--- config.mk ---
export PLATFORM = sky130hd
export DESIGN_NAME = pipe_elastic_reg
export DESIGN_NICKNAME = d
export VERILOG_FILES = /design/src/rtl/pipe_elastic_reg.sv
export SDC_FILE = /design/constraint.sdc
export NUM_CORES = 1
export LEC_CHECK = 0
export ABC_AREA = 1
export ABC_CLOCK_PERIOD_IN_PS = 2700
export CAP_MARGIN = 20
export CORE_ASPECT_RATIO = 1.25
export CORE_MARGIN = 2
export CORE_UTILIZATION = 42
export CTS_CLUSTER_SIZE = 28
export DETAILED_ROUTE_END_ITERATION = 12
export PLACE_DENSITY_LB_ADDON = 0.08
export SLEW_MARGIN = 10
export SYNTH_ARGS = -nofsm -noshare
export SYNTH_HDL_FRONTEND = slang
export SYNTH_SLANG_ARGS = --single-unit
--- constraint.sdc ---
create_clock -name clk -period 2.7 [get_ports clk]
set_input_delay 0.54 -clock clk [delete_from_list [all_inputs] [get_ports clk]]
set_output_delay 0.54 -clock clk [all_outputs]
set_load 0.03 [all_outputs]
--- src/rtl/pipe_elastic_reg.sv ---
// Elastic pipeline register between CPU stages: two-entry skid buffer (main M + skid S)
// with a valid/ready handshake, synchronous flush to bubbles, and control gating on bubbles.
// Latency: 1 cycle from accept to output when EMPTY, or when ONE with a consume in the same cycle.
// Backpressure: absorbs one extra entry into S after out_ready drops. in_ready comes from registered state only.
// Ports:
//   clk, clrn        clock (rising edge) and asynchronous active-low reset
//   in_valid/ready   upstream handshake. in_ready = not full.
//   in_ctl/alu/b/rn  entry fields presented upstream
//   flush            synchronous kill of all held entries (an accept in the same cycle is dropped)
//   out_valid/ready  downstream handshake. Outputs are driven directly from M.
//   out_ctl          M.ctl gated by out_valid so a bubble never writes memory or the register file
//   out_alu/b/rn     M data fields. They hold their last value while no entry is valid.
//   count            occupancy 0..2 (the state encoding)
module pipe_elastic_reg #(
  parameter int DW   = 32,
  parameter int NCTL = 3,
  parameter int RNW  = 5
) (
  input  logic            clk,
  input  logic            clrn,
  input  logic            in_valid,
  output logic            in_ready,
  input  logic [NCTL-1:0] in_ctl,
  input  logic [DW-1:0]   in_alu,
  input  logic [DW-1:0]   in_b,
  input  logic [RNW-1:0]  in_rn,
  input  logic            flush,
  output logic            out_valid,
  input  logic            out_ready,
  output logic [NCTL-1:0] out_ctl,
  output logic [DW-1:0]   out_alu,
  output logic [DW-1:0]   out_b,
  output logic [RNW-1:0]  out_rn,
  output logic [1:0]      count
);

  typedef enum logic [1:0] {
    EMPTY = 2'd0,
    ONE   = 2'd1,
    TWO   = 2'd2
  } state_t;

  typedef struct packed {
    logic [NCTL-1:0] ctl;
    logic [DW-1:0]   alu;
    logic [DW-1:0]   b;
    logic [RNW-1:0]  rn;
  } entry_t;

  state_t state_q, state_d;
  entry_t m_q, m_d, s_q, s_d;
  entry_t in_ent;
  logic   accept, consume;

  assign in_ent    = {in_ctl, in_alu, in_b, in_rn};
  assign in_ready  = (state_q != TWO);
  assign out_valid = (state_q != EMPTY);
  assign accept    = in_valid & in_ready;
  assign consume   = out_valid & out_ready;

  always_comb begin
    state_d = state_q;
    m_d     = m_q;
    s_d     = s_q;
    case (state_q)
      EMPTY: begin
        if (accept) begin
          m_d     = in_ent;
          state_d = ONE;
        end
      end
      ONE: begin
        if (accept && consume) begin
          m_d = in_ent;
        end else if (accept) begin
          s_d     = in_ent;
          state_d = TWO;
        end else if (consume) begin
          state_d = EMPTY;
        end
      end
      TWO: begin
        // in_ready is low here, so only a drain of M into S's slot can occur
        if (consume) begin
          m_d     = s_q;
          state_d = ONE;
        end
      end
      default: state_d = EMPTY;
    endcase
    // Flush wins over everything: any same-cycle accept is discarded. Only ctl is
    // cleared so stale data cannot become a side effect. Data fields keep their values.
    if (flush) begin
      state_d = EMPTY;
      m_d     = m_q;
      s_d     = s_q;
      m_d.ctl = '0;
      s_d.ctl = '0;
    end
  end

  always_ff @(posedge clk or negedge clrn) begin
    if (!clrn) begin
      state_q <= EMPTY;
      m_q     <= '0;
      s_q     <= '0;
    end else begin
      state_q <= state_d;
      m_q     <= m_d;
      s_q     <= s_d;
    end
  end

  assign out_ctl = m_q.ctl & {NCTL{out_valid}};
  assign out_alu = m_q.alu;
  assign out_b   = m_q.b;
  assign out_rn  = m_q.rn;
  assign count   = state_q;

endmodule

==> metrics <==
GP Congestion=slightly below 0.8; post-CTS setup-driven buffer insertion count=0; Worst-Margin Slew=about 0.69 ns; I/O pin count=roughly 150; later-pin clock latency in the skew report=between 0.4 and 0.5 ns; wire length on met2=7.054 mm; Yosys warnings=0; Layout Skew=slightly above 0.007 ns; clock tree buffer depth=2; top cells by area, synth=dfrtp_1 (53%), nand2_1 (13%), o21ai_0 (9.8%); Syn Std Cell Area=between 6000 and 7000 um2; final WL=14.73 mm; CTS tree=done; fin crit period=between 2 and 2.5 ns; RSZ-0062 raised after global routing=false; sequential share of power=0.378; Ant. Diodes=0; port buffer count=roughly 150; max-cap viol count=0; critical path type=flip-flop to primary output; Clock Power Share=0.279; post-layout util=0.5409; f_max=roughly 400 MHz; Worst setup EP type=primary output; first-pass GRT wire length=around 25 mm; Filler cells=1,565; post-synth top area share=0.5317; CTS Sinks=between 100 and 150; DPL Wire Length=9.973 mm; Netlist cell types=20; CP Launch Type=flip-flop; Final Cycle Share=0.9168; initial antenna violation count=0; Mapped Nets=between 800 and 900; required time worst endpoint=2.16 ns; status=completed; Post-CTS Resized=0; vias per inst=~4.7; area leader, netlist=dfrtp_1; root buffer cell=clkbuf_16; crit-path cells=nor2_2, nor2_1, clkdlybuf4s50_1; Area growth, synth to finish=27.00%; setup ws final=between 0.2 and 0.25 ns; htree depth=4; crit path buf inv count=1; Starting Density=0.4259; Relative slew margins=0.5381; Seq/Total Area, Yosys=0.5317; Mapped Avg Cell Area=~8.4 um2; setup tns final=0 ns; worst IR drop on VDD=slightly above 400 uV; pre-CTS setup slack=about 0.35 ns; FP Rows=52; fraction of final layout cells sized beyond drive strength 1=0.05257; core area=around 16,000 um2; vias in the first global route=5,139; Antenna Violating Nets Remaining=0; DIE AREA=17,410 um2; clock buffer count from CTS=17; top layer in use=met4; Final setup viols=0; grt ovf=0; Iter 0 DRT Violations=279; max-slew violations=0; P_int=6.096 mW; drt first pass iters=4; WL per Instance=between 10 and 15 um; pin count of the biggest net entering global routing=81; DRT met1 WL=6.595 mm; WP data arrival=between 1.5 and 2 ns; Comb pwr share=0.343; # hold bufs at CTS=0; Worst path max stage delay=0.63 ns; Static Leakage=approximately 3.9 nW; FF+latch count, synth=146; Largest delay share family, worst path=buffers and inverters; Cells after Synth=between 800 and 900; DR DRC count=0; Final #Nets=about 960; die height=between 100 and 150 um; via count=5,248; HP Class=input pin to asynchronous set/reset pin; sw frac=0.3435; Total GRT Usage=0.1769; CP max FO=8; Sw Pwr=approximately 3.2 mW; P per Cell Area=roughly 1100 nW/um2; clk slew on worst S/H paths=0.06 ns; Final Hold Viols=0; met3 WL=between 800 and 900 um; Chip Width=between 100 and 150 um; Slowest-stage cell, CP=clkdlybuf4s50_1
## worst paths after layout
| check | start | cells after the start | endpoint | slack, ns |
|---|---|---|---|---|
| setup / recovery | count[1] | 3 | out_ctl[1] | 0.22 |
| max in group asynchronous | clrn | 2 | s_q[69] | 1.97 |
| min in group clk | m_q[71] | 2 | m_q[71] | 0.48 |
| setup reg to reg | count[1] | 8 | out_alu[25] | 0.77 |
| hold reg to reg | m_q[71] | 2 | m_q[71] | 0.48 |
| hold / removal | clrn | 1 | out_b[22] | 0.05 |
## layout make-up
| class | count | area (um2) | area share |
|---|---|---|---|
| Clock buffer | 22 | 474.2 | 0.05434 |
| Clock inverter | 9 | 177.7 | 0.02036 |
| Inverter | 80 | 300.3 | 0.03441 |
| Multi-Input combinational cell | 476 | 2186 | 0.2505 |
| Sequential cell | 146 | 3654 | 0.4186 |
| Tap cell | 216 | 270.3 | 0.03097 |
| Timing Repair Buffer | 161 | 1665 | 0.1908 |
## registers in the layout, summed over array words and instances, names as in the netlist
| signal | flops |
|---|---|
| out_rn | 5 |
| s_q | 72 |
| m_q | 3 |
| count | 2 |
| out_alu | 32 |
| out_b | 32 |
## cell usage in the layout, fill, tap and decap left out, drive strengths merged, types with 5 or more instances in the layout
cell / n
nand3: 10
inv: 80
nand2: 234
dfrtp: 146
clkbuf: 22
buf: 10
a21oi: 5
clkdlybuf4s50: 151
o21ai: 184
bufinv: 5
o21a: 29
nor2: 11
## Yosys cell counts
cell type and n:
a21oi_1 5, buf_1 2, buf_2 20, buf_4 75, buf_6 2, clkbuf_1 11, clkbuf_2 4, dfrtp_1 146
inv_1 79, inv_2 1, nand2_1 233, nand2_2 1, nand3_1 10, nor2_1 7, nor2_2 4, nor3_1 2
o21a_1 29, o21ai_0 134, o21ai_1 50, o31ai_1 1
## power groups by stage
stage / clock network [mW] / registers (mW) / logic [mW]
3_5_place_dp: 0 / 3.55 / 3.22
4_1_cts: 2.66 / 3.53 / 3.23
3_3_place_gp: 0 / 3.53 / 3.16
5_1_grt: 2.76 / 3.62 / 3.50
6_report: 2.59 / 3.51 / 3.19
2_1_floorplan: 0 / 3.42 / 2.57
## cells by family (layout without fill, tap and decap cells)
kind of cell	Yosys count	in the layout	synth area share
buffers and inverters	194	272	0.1535
AOI/OAI and AO/OA	219	219	0.1704
DFF	146	146	0.5317
and+or+nand+nor	257	257	0.1444
## metal layers
metal | GRT usage | vias to the layer above
li1 | - | 2655
met3 | 0.05551 | 22
met1 | 0.2258 | 2439
met5 | 0 | -
met2 | 0.2858 | 132
met4 | 0.06071 | 0
## per-stage QoR
step	total power, mW	area (um2)	cells	hold WS (ns)
final	9.286	8727	1110	0.05451
after global routing	9.876	8727	1110	0.07776
after CTS	9.412	8727	1110	0.06392
after detailed placement	6.770	8075	1079	0.4638
after global placement	6.689	8075	1079	0.4621
after floorplan	5.990	6872	816	0.2444
(Power assumes the default switching activity.)
